--- config.mk ---
export PLATFORM = sky130hd
export DESIGN_NAME = reg_wr_arbiter
export DESIGN_NICKNAME = d
export VERILOG_FILES = /design/src/rtl/reg_wr_arbiter.sv
export SDC_FILE = /design/constraint.sdc
export NUM_CORES = 1
export LEC_CHECK = 0
export CAP_MARGIN = 10
export CORE_ASPECT_RATIO = 0.7
export CORE_UTILIZATION = 58
export CTS_CLUSTER_SIZE = 40
export DETAILED_ROUTE_END_ITERATION = 16
export GPL_TIMING_DRIVEN = 0
export PLACE_DENSITY_LB_ADDON = 0.15
export REMOVE_ABC_BUFFERS = 1
export SLEW_MARGIN = 20
export SYNTH_ARGS = -nofsm -noshare
export SYNTH_HDL_FRONTEND = slang
export SYNTH_SLANG_ARGS = --single-unit
--- constraint.sdc ---
create_clock -name clk -period 7.6 [get_ports clk]
set_clock_uncertainty 0.2 [all_clocks]
set_input_delay 1.52 -clock clk [delete_from_list [all_inputs] [get_ports clk]]
set_output_delay 1.52 -clock clk [all_outputs]
set_load 0.02 [all_outputs]
--- src/rtl/reg_wr_arbiter.sv ---
// Register file write-port arbiter: processor writeback has strict priority,
// APU results are buffered in a small FIFO and drained in idle cycles.
module reg_wr_arbiter #(
  parameter int data_width    = 32,
  parameter int reg_sel_width = 5,
  parameter int DEPTH         = 4
) (
  input  logic                     clk,
  input  logic                     rst,
  input  logic                     proc_wr_req,
  input  logic [reg_sel_width-1:0] proc_wr_sel,
  input  logic [data_width-1:0]    proc_wr_data,
  input  logic                     apu_wr_req,
  input  logic [reg_sel_width-1:0] apu_wr_sel,
  input  logic [data_width-1:0]    apu_wr_data,
  output logic                     apu_ack,
  output logic                     rf_wr_req,
  output logic [reg_sel_width-1:0] rf_wr_sel,
  output logic [data_width-1:0]    rf_wr_data,
  input  logic [reg_sel_width-1:0] chk_sel,
  output logic                     chk_pending
);

  localparam int PTR_W = $clog2(DEPTH);
  localparam int CNT_W = PTR_W + 1;

  logic [reg_sel_width-1:0] fifo_sel  [DEPTH];
  logic [data_width-1:0]    fifo_data [DEPTH];
  logic [PTR_W-1:0]         rd_ptr;
  logic [PTR_W-1:0]         wr_ptr;
  logic [CNT_W-1:0]         count;
  logic                     enq;
  logic                     deq;

  // No pass-through when full: ack depends only on registered count.
  assign apu_ack = apu_wr_req && !rst && (count < CNT_W'(DEPTH));
  assign enq     = apu_wr_req && apu_ack;
  assign deq     = !proc_wr_req && (count != '0);

  always_ff @(posedge clk) begin
    if (enq) begin
      fifo_sel[wr_ptr]  <= apu_wr_sel;
      fifo_data[wr_ptr] <= apu_wr_data;
    end
  end

  always_ff @(posedge clk) begin
    if (rst) begin
      count      <= '0;
      rd_ptr     <= '0;
      wr_ptr     <= '0;
      rf_wr_req  <= 1'b0;
      rf_wr_sel  <= '0;
      rf_wr_data <= '0;
    end else begin
      if (enq) begin
        wr_ptr <= wr_ptr + PTR_W'(1);
      end

      if (proc_wr_req) begin
        rf_wr_req  <= (proc_wr_sel != '0);
        rf_wr_sel  <= proc_wr_sel;
        rf_wr_data <= proc_wr_data;
      end else if (count != '0) begin
        rf_wr_req  <= (fifo_sel[rd_ptr] != '0);
        rf_wr_sel  <= fifo_sel[rd_ptr];
        rf_wr_data <= fifo_data[rd_ptr];
        rd_ptr     <= rd_ptr + PTR_W'(1);
      end else begin
        rf_wr_req <= 1'b0;
      end

      case ({enq, deq})
        2'b10:   count <= count + CNT_W'(1);
        2'b01:   count <= count - CNT_W'(1);
        default: count <= count;
      endcase
    end
  end

  // Walk the occupied slots starting at the head; slot k is valid when k < count.
  logic             hit;
  logic [PTR_W-1:0] idx;

  always_comb begin
    hit = 1'b0;
    idx = '0;
    for (int unsigned k = 0; k < DEPTH; k++) begin
      idx = rd_ptr + PTR_W'(k);
      if ((CNT_W'(k) < count) && (fifo_sel[idx] == chk_sel)) begin
        hit = 1'b1;
      end
    end
    if (rf_wr_req && (rf_wr_sel == chk_sel)) begin
      hit = 1'b1;
    end
    chk_pending = (chk_sel != '0) && hit;
  end

endmodule

==> results of run 1 <==
-- power by group through the flow --
stage / registers (mW) / logic [mW] / clock network [mW]
2_1_floorplan: 1.40 / 0.536 / 0
3_3_place_gp: 1.39 / 0.813 / 0
3_5_place_dp: 1.35 / 0.878 / 0
4_1_cts: 1.33 / 0.884 / 0.890
5_1_grt: 1.35 / 0.945 / 0.928
6_report: 1.33 / 0.874 / 0.873
-- critical path, stage by stage --
cell and delay (ns):
clkdlybuf4s50_1 0.61, xor2_1 0.27, nor4_1 0.38, o211ai_1 0.14, and3_1 0.19, a21oi_2 0.13, clkdlybuf4s50_1 0.61
-- cell usage after synthesis, drive strengths merged --
cell,count,area (um^2)
edfxtp,148,4444
nor2,83,311.6
mux4,50,1126
dfxtp,47,940.9
a21oi,43,219.0
mux2i,42,420.4
clkbuf,22,82.58
xor2,21,183.9
buf,14,76.33
ha,9,112.6
xnor2,9,78.83
inv,6,22.52
and2,5,31.28
nor4,5,31.28
nand2,4,15.01
a211oi,2,15.01
nand3,2,10.01
nor3,2,10.01
a311oi,1,8.760
a31oi,1,6.260
a32oi,1,8.760
and3,1,6.260
nand2b,1,6.260
nor2b,1,6.260
nor3b,1,12.51
o211ai,1,7.510
o21ai,1,5.000
o311ai,1,8.760
o31ai,1,7.510
or3,1,6.260
or4,1,7.510
-- kinds of logic (layout without fill, tap and decap cells) --
logic type      after synthesis  in the layout
xor+xnor                     30             30
mux                          92             92
buf+inv                      42            167
simple gates                107            107
flops                       195            195
fa+ha+maj                     9              9
compound gates               52             52
-- routing by layer --
metal / up-vias / GRT usage
met5: - / 0
met4: 0 / 0.06073
met3: 15 / 0.08511
met2: 156 / 0.3935
met1: 2376 / 0.3266
li1: 2218 / -
-- flip-flops by register name, summed over array words and instances (netlist names), named ones only --
register,count
rf_wr_sel,5
count,3
rf_wr_data,32
fifo_sel,20
rf_wr_req,1
wr_ptr,2
rd_ptr,2
fifo_data,128
-- through the flow --
step	hold slack (ns)	instances	power [mW]	setup WS (ns)	instance area (um^2)
3_3_place_gp	0.3203	803	2.205	1.293	9529
5_1_grt	0.3923	842	3.219	1.919	10260
4_1_cts	0.3669	842	3.106	2.043	10260
3_5_place_dp	0.3576	810	2.231	2.063	9687
2_1_floorplan	0.3059	491	1.941	2.591	8070
6_report	0.3708	842	3.076	2.039	10260
-- worst min path at each step --
stage | endpoint | slack (ns) | depth (start not counted)
after floorplan | wr_ptr[1]$_SDFFE_PP0P_ | 0.31 | 2
after global placement | wr_ptr[1]$_SDFFE_PP0P_ | 0.32 | 2
after detailed placement | wr_ptr[1]$_SDFFE_PP0P_ | 0.36 | 2
after CTS | wr_ptr[1]$_SDFFE_PP0P_ | 0.37 | 2
after global routing | wr_ptr[1]$_SDFFE_PP0P_ | 0.39 | 2
final | wr_ptr[1]$_SDFFE_PP0P_ | 0.37 | 2
-- placed cells by master (no fill, tap or decap), types with 2 or more instances in the layout --
master and instances:
edfxtp_1 148, clkdlybuf4s50_1 120, nor2_1 83, mux4_2 50
dfxtp_1 44, mux2i_1 42, a21oi_1 42, xor2_1 21
clkbuf_16 17, xnor2_1 9, ha_1 9, inv_1 6
buf_12 6, nor4_1 5, and2_2 4, nand2_1 4
clkinv_1 4, clkinv_2 3, clkinvlp_4 3, bufinv_16 3
a211oi_1 2, nand3_1 2, nor3_1 2, dfxtp_2 2
clkbuf_1 2
-- area by class of cell --
| cell class | count | area (um^2) | area share |
|---|---|---|---|
| clock buffer | 19 | 432.9 | 0.04218 |
| clock inverter | 13 | 142.6 | 0.01390 |
| inverter | 6 | 22.52 | 0.002194 |
| multi-input combinational | 290 | 2675 | 0.2606 |
| sequential | 195 | 5391 | 0.5253 |
| tap | 190 | 237.7 | 0.02316 |
| timing repair buffer | 129 | 1361 | 0.1326 |
==> reports/results.ini, run 1 <==
[timing]
maxSlewHeadroom = 0.4635
layout_min_cycle_time_ns = 5.561
final_hold_viol_count = 0
drv_slew = 0
rsz0062_at_grt = no
fin_crit_sh = 0.7318
fin_setup_tns_ns = 0
tightestPinTransition_ns = 0.8037
max_freq_mhz = 179.8
setup_violations = 0

[cts]
clk_path_buf_depth = 2
clkTransAtPathRegs_ns = 0.06
cts_tree = built
cts_max_level = 4
postCtsSetupBuffers = 0
cts-resized-gates = 0
hold_buffers = 0
cts_root_buffer = clkbuf_16
numClockSinks = 195
clk_latency_ns = 0.43
cts_inserted_buffers = 17

[pwr]
p_switching_mw = 0.8641
pwr-share-comb = 0.284
peakVddDrop_v = 0.0002115
p_int_mw = 2.212
p_sw_frac = 0.2809
clkPwrFrac = 0.284
p_leak_nw = 3.444
p_per_area_nw_per_um2 = 299.7
pwr-share-seq = 0.432

[drt]
wl_met2_um = 8082
first_iter_violations = 279
dr.pass1.iters = 4
num_vias = 4765
wl_met1_um = 7022
wl_met3_um = 1423
drt_wl_total_um = 16670
avgViaCountPerCell = 5.659
postRouteAntennaNets = 0
top_layer = met4
drc = 0
wl_per_cell_um = 19.80

[yosys]
ys_ff_latch = 195
avgSynthCellArea_um2 = 15.62
syn_area_um2 = 8229
synth.distinct_cells = 35
synth_top_family_by_area = multiplexers
yosysSeqAreaShare = 0.6544
synth_cells = 527
synthXorXnorAreaFrac = 0.03193
synth_adder_area_share = 0.01368
synthMuxAreaShare = 0.1879
synth-simple-area-share = 0.05519
yosys_warnings = 0
synth_compound_area_frac = 0.03482

[floorplanning]
rows = 36
die_width_um = 144.4
core-area_um2 = 13870
start_util = 0.5932
die_h_um = 101.7
io_pins = 123
dieArea_um2 = 14680

[global_routing]
grt_pass1_vias = 4796
grt_max_degree = 78
gr-total-overflow = 0
antenna_found_initial = 0
track_usage = 0.2460
grt_first_pass_wirelength_um = 25370

[finish]
nets = 731
fin_util = 0.7398
fill_cells = 926
antennaDiodeCount = 0
drive_gt1_frac = 0.1457
syn_to_final_growth_pct = 24.72

[setup_path]
end_kind = output pin
cp.arrival_ns = 3.84
r2r_setup_slack_ns = 4.65
critPathKind = in2out
start_kind = input port
timing.rr.end = count[2]$_SDFFE_PP0P_
crit_end = chk_pending
r2r_cells = 7
crit_start = chk_sel[2]
worstPathRequired_ns = 5.88
timing.rr.start = count[0]$_SDFFE_PP0P_
cp_max_fo = 7

[place]
gp_congestion = 0.7791
dp_hpwl_um = 10970
io_buffers = 122

[min_path]
worstHoldStart = wr_ptr[1]$_SDFFE_PP0P_
hold_class = reg2reg

[job]
cap_violations = 0

[status]
outcome = finished, final reports clean

(Power assumes the default switching activity.)
==> run 2: changes to the inputs <==
Settings changed: CORE_UTILIZATION 58 to 49.
Clock period 7.6 ns to 4.71 ns, I/O delays scaled along.
==> run 2 against run 1 <==
  * Utilization fell by 11 points
  * Largest power group unchanged
  * Worst hold slack got worse by 0.020 ns
  * Clock-buffer cell count fell by 1
  * First-iteration DRC count rose by 22%
  * Sequential cell count stayed put
==> reports/results.ini, run 2 (same netlist as run 1, synthesis figures left out) <==
[cts]
cts_root_buffer = clkbuf_16
cts_inserted_buffers = 17
hold_buffers = 0
postCtsSetupBuffers = 0
cts_tree = built
numClockSinks = 195
cts_max_level = 4
clk_path_buf_depth = 2
clkTransAtPathRegs_ns = 0.07
clk_latency_ns = 0.43

[drt]
drt_wl_total_um = 16670
postRouteAntennaNets = 0
drc = 0
first_iter_violations = 340
avgViaCountPerCell = 5.354
dr.pass1.iters = 4
wl_per_cell_um = 18.99
num_vias = 4701

[setup_path]
r2r_setup_slack_ns = 1.86
slowest_delay_ns = 0.61
crit_slowest_cell = clkdlybuf4s50_1
worstPathRequired_ns = 3.57
timing.rr.start = count[0]$_SDFFE_PP0P_
cp_max_fo = 28
cp_cell_sequence = buf_16 > mux4_2 > xor2_1 > nor4_1 > o311ai_1 > and3_1 > a21oi_2 > clkdlybuf4s50_1
r2r_cells = 7
start_kind = flop
end_kind = output pin
cp.arrival_ns = 3.35
timing.rr.end = count[2]$_SDFFE_PP0P_
critPathKind = reg2out
crit_end = chk_pending

[global_routing]
grt_pass1_vias = 4862
grt_first_pass_wirelength_um = 26500
grt_max_degree = 78
antenna_found_initial = 2
track_usage = 0.2084
gr-total-overflow = 0

[timing]
setup_violations = 0
maxSlewHeadroom = 0.4816
tightestPinTransition_ns = 0.7776
rsz0062_at_grt = no
max_freq_mhz = 222.8
drv_slew = 0
fin_crit_sh = 0.9527
final_hold_viol_count = 0
layout_min_cycle_time_ns = 4.487

[finish]
fin_util = 0.6337
syn_to_final_growth_pct = 25.88
final_cell_mix = edfxtp_1, clkdlybuf4s50_1, nor2_1
final_cell_count_no_fill = 878
drive_gt1_frac = 0.1549
fin_area_um2 = 10360
nets = 731
max_flop_register = fifo_data
mostFrequentLayoutCell = edfxtp_1
largest_register_ff_count = 128
top_regs = fifo_data x128, rf_wr_data x32, fifo_sel x20

[place]
placed_cells = 845
gp_congestion = 0.7711
dp_hpwl_um = 10860
dpl_cell_area_um2 = 9746
io_buffers = 122

[job]
cap_violations = 0

[floorplanning]
die_width_um = 156.9
die_h_um = 110.4
core-area_um2 = 16350
start_util = 0.5034
io_pins = 123
dieArea_um2 = 17320
rows = 39

[pwr]
p_leak_nw = 3.471
peakVddDrop_v = 0.0002744
power_mw = 5.028
p_per_area_nw_per_um2 = 485.3

[status]
outcome = finished, final reports clean

[min_path]
hold_class = reg2reg
hold_depth = 2

run 2: cell types whose count changed in the layout (fill, tap and decap cells not counted), sizes merged:
cell,previous run,this run
clkbuf,19,18
clkinv,7,6
inv,6,9
clkinvlp,3,2
diode,0,1
run 2: cell type report:
class / count / area, um^2
Fill cell: 1237 / 5988
Antenna cell: 1 / 2.502
Tap cell: 225 / 281.5
Clock buffer: 18 / 429.2
Timing Repair Buffer: 129 / 1376
Sequential cell: 195 / 5393
Inverter: 6 / 22.52
Multi-Input combinational cell: 290 / 2675
Clock inverter: 14 / 178.9
run 2: repair_timing:
action	4_1_cts	5_1_grt
setup endpoints to repair	1	0
endpoints found under the hold margin	0	0
resized for setup	2	0
run 2: worst min path at each step:
| stage | startpoint | end | slack [ns] |
|---|---|---|---|
| after floorplan | wr_ptr[1]$_SDFFE_PP0P_ | wr_ptr[1]$_SDFFE_PP0P_ | 0.31 |
| after global placement | wr_ptr[1]$_SDFFE_PP0P_ | wr_ptr[1]$_SDFFE_PP0P_ | 0.32 |
| after detailed placement | wr_ptr[1]$_SDFFE_PP0P_ | wr_ptr[1]$_SDFFE_PP0P_ | 0.34 |
| after CTS | wr_ptr[1]$_SDFFE_PP0P_ | wr_ptr[1]$_SDFFE_PP0P_ | 0.36 |
| after global routing | wr_ptr[1]$_SDFFE_PP0P_ | wr_ptr[1]$_SDFFE_PP0P_ | 0.39 |
| final | wr_ptr[1]$_SDFFE_PP0P_ | wr_ptr[1]$_SDFFE_PP0P_ | 0.35 |
run 2: per-layer routing:
metal | GRT usage | routed length, um
met2 | 0.3239 | 7802
met4 | 0.06732 | 156
met3 | 0.05808 | 1022
met1 | 0.2846 | 7678
met5 | 0 | 13
run 2: power by group:
part / switching (mW) / internal, mW / total [mW]
clock: 0.631 / 0.844 / 1.48
sequential: 0.152 / 1.99 / 2.14
combinational: 0.649 / 0.759 / 1.41
total: 1.43 / 3.59 / 5.03
run 2: stage by stage:
step	setup TNS (ns)	hold WS (ns)	worst slack [ns]
6_report	0	0.3511	0.2226
5_1_grt	0	0.3913	0.08026
4_1_cts	0	0.3554	0.1537
3_5_place_dp	0	0.3435	0.3226
3_3_place_gp	-131.80	0.3236	-1.047
2_1_floorplan	0	0.3059	0.2787
run 2: worst max-delay path: cells and delay by family (launching register included):
kind / cells / cell delay (ns)
buffers and inverters: 2 / 0.87
multiplexers: 1 / 0.59
flip-flops: 1 / 0.49
AND/OR/NAND/NOR: 2 / 0.49
AO/OA/AOI/OAI: 2 / 0.26
XOR/XNOR: 1 / 0.17
==> run 3: changes to the inputs <==
Settings changed: CORE_MARGIN from default to 2, TNS_END_PERCENT from default to 5.
==> run 3 against run 2 <==
  * Combinational power hardly changed
  * Clock power is 7% lower
  * Clock-buffer cell count is 2 higher
  * Non-clock buffer count stayed put
  * Total power is 1.7% lower
  * Die area is 3.1% higher
  * Register-to-register slack worse by 0.04 ns
  * Final cell count is 0.11% lower
  * Sequential share of layout area is 0.069 points higher
  * Utilization is 0.27 points lower
  * Global-route usage is 1.3 points lower
==> reports/results.ini, run 3 (same netlist as run 1, synthesis figures left out) <==
[cts]
clkTransAtPathRegs_ns = 0.07
numClockSinks = 195
cts_tree = built
clk_path_buf_depth = 2
cts_inserted_buffers = 17
cts_max_level = 4
postCtsSetupBuffers = 0
cts_root_buffer = clkbuf_16
clk_latency_ns = 0.42

[global_routing]
grt_pass1_vias = 4931
grt_first_pass_wirelength_um = 26610
antenna_found_initial = 1
grt_max_degree = 78
gr-total-overflow = 0
track_usage = 0.1953

[place]
io_buffers = 122
dpl_cell_area_um2 = 9776
placed_cells = 845
gp_congestion = 0.7882
dp_hpwl_um = 10750
dp_slack_ns = 0.3886

[timing]
hold_ws_ns = 0.3616
rsz0062_at_grt = no
drv_slew = 0
layout_min_cycle_time_ns = 4.435
tightestPinTransition_ns = 0.7975
setup_violations = 0
max_freq_mhz = 225.5
fin_ws_ns = 0.2749
fin_crit_sh = 0.9416
maxSlewHeadroom = 0.4684
final_hold_viol_count = 0
fin_setup_tns_ns = 0

[min_path]
hold_class = reg2reg

[setup_path]
start_kind = flop
cp_max_fo = 23
critPathKind = reg2out
cp.arrival_ns = 3.29
worstPathRequired_ns = 3.57
end_kind = output pin

[drt]
drt_wl_total_um = 16350
postRouteAntennaNets = 0
first_iter_violations = 347
drc = 0
wl_per_cell_um = 18.65
dr.pass1.iters = 5
num_vias = 4790
avgViaCountPerCell = 5.462

[floorplanning]
start_util = 0.5019
die_h_um = 112.4
io_pins = 123
core-area_um2 = 16400
die_width_um = 158.9
dieArea_um2 = 17860
rows = 39

[pwr]
p_per_area_nw_per_um2 = 477.5
peakVddDrop_v = 0.0002802
power_mw = 4.940
p_leak_nw = 3.465

[finish]
final_cell_mix = edfxtp_1, clkdlybuf4s50_1, nor2_1
drive_gt1_frac = 0.1518
mostFrequentLayoutCell = edfxtp_1
fill_cells = 1234
top_regs = fifo_data x128, rf_wr_data x32, fifo_sel x20
final_cell_count_no_fill = 877
max_flop_register = fifo_data
syn_to_final_growth_pct = 25.71
fin_util = 0.6310
antennaDiodeCount = 0
fin_area_um2 = 10340
nets = 731
largest_register_ff_count = 128

[status]
outcome = finished, final reports clean

[job]
cap_violations = 0

-- run 3: timing repair --
action / 4_1_cts / 5_1_grt
endpoints found under the setup margin: 1 / 0
endpoints found under the hold margin: 0 / 0
gates resized for setup: 2 / 0
hold buffers: 0 / 0
-- run 3: per-layer routing --
metal | up-vias | global-route usage | part of all wire | wire, um
met5 | - | 0 | 0.00080 | 13
met4 | 2 | 0.05515 | 0.0088 | 144
met3 | 16 | 0.05950 | 0.054 | 891
met2 | 125 | 0.3086 | 0.46 | 7513
met1 | 2427 | 0.2668 | 0.48 | 7788
li1 | 2220 | - | - | -
-- run 3: layout make-up --
type	count	area, um^2	area share
flip-flops and latches	195	5393	0.5213
clock inverters	12	130.1	0.01258
inverters	6	22.52	0.002177
well taps	225	281.5	0.02721
multi-input cells	290	2675	0.2586
repair buffers	129	1406	0.1359
clock buffers	20	436.7	0.04221
-- run 3: critical path, cell delays in order (launching register included) --
cell	delay, ns
dfxtp_2	0.76
buf_16	0.23
mux4_2	0.37
xor2_1	0.17
nor4_1	0.28
o311ai_1	0.13
and3_1	0.19
a21oi_2	0.13
clkdlybuf4s50_1	0.60
-- run 3: power breakdown --
group	leakage [nW]	switching (mW)	internal [mW]
combinational	1.46	0.656	0.762
clock	0.275	0.599	0.784
sequential	1.73	0.146	1.99
-- run 3: path summary, 6_finish.rpt --
check                              start                      to  slack (ns)  cells past startpoint
setup / recovery                    flop             chk_pending        0.27                      8
hold / removal    wr_ptr[1]$_SDFFE_PP0P_  wr_ptr[1]$_SDFFE_PP0P_        0.36                      2
setup reg to reg   count[0]$_SDFFE_PP0P_   count[2]$_SDFFE_PP0P_        1.82                      7
hold reg to reg   wr_ptr[1]$_SDFFE_PP0P_  wr_ptr[1]$_SDFFE_PP0P_        0.36                      2
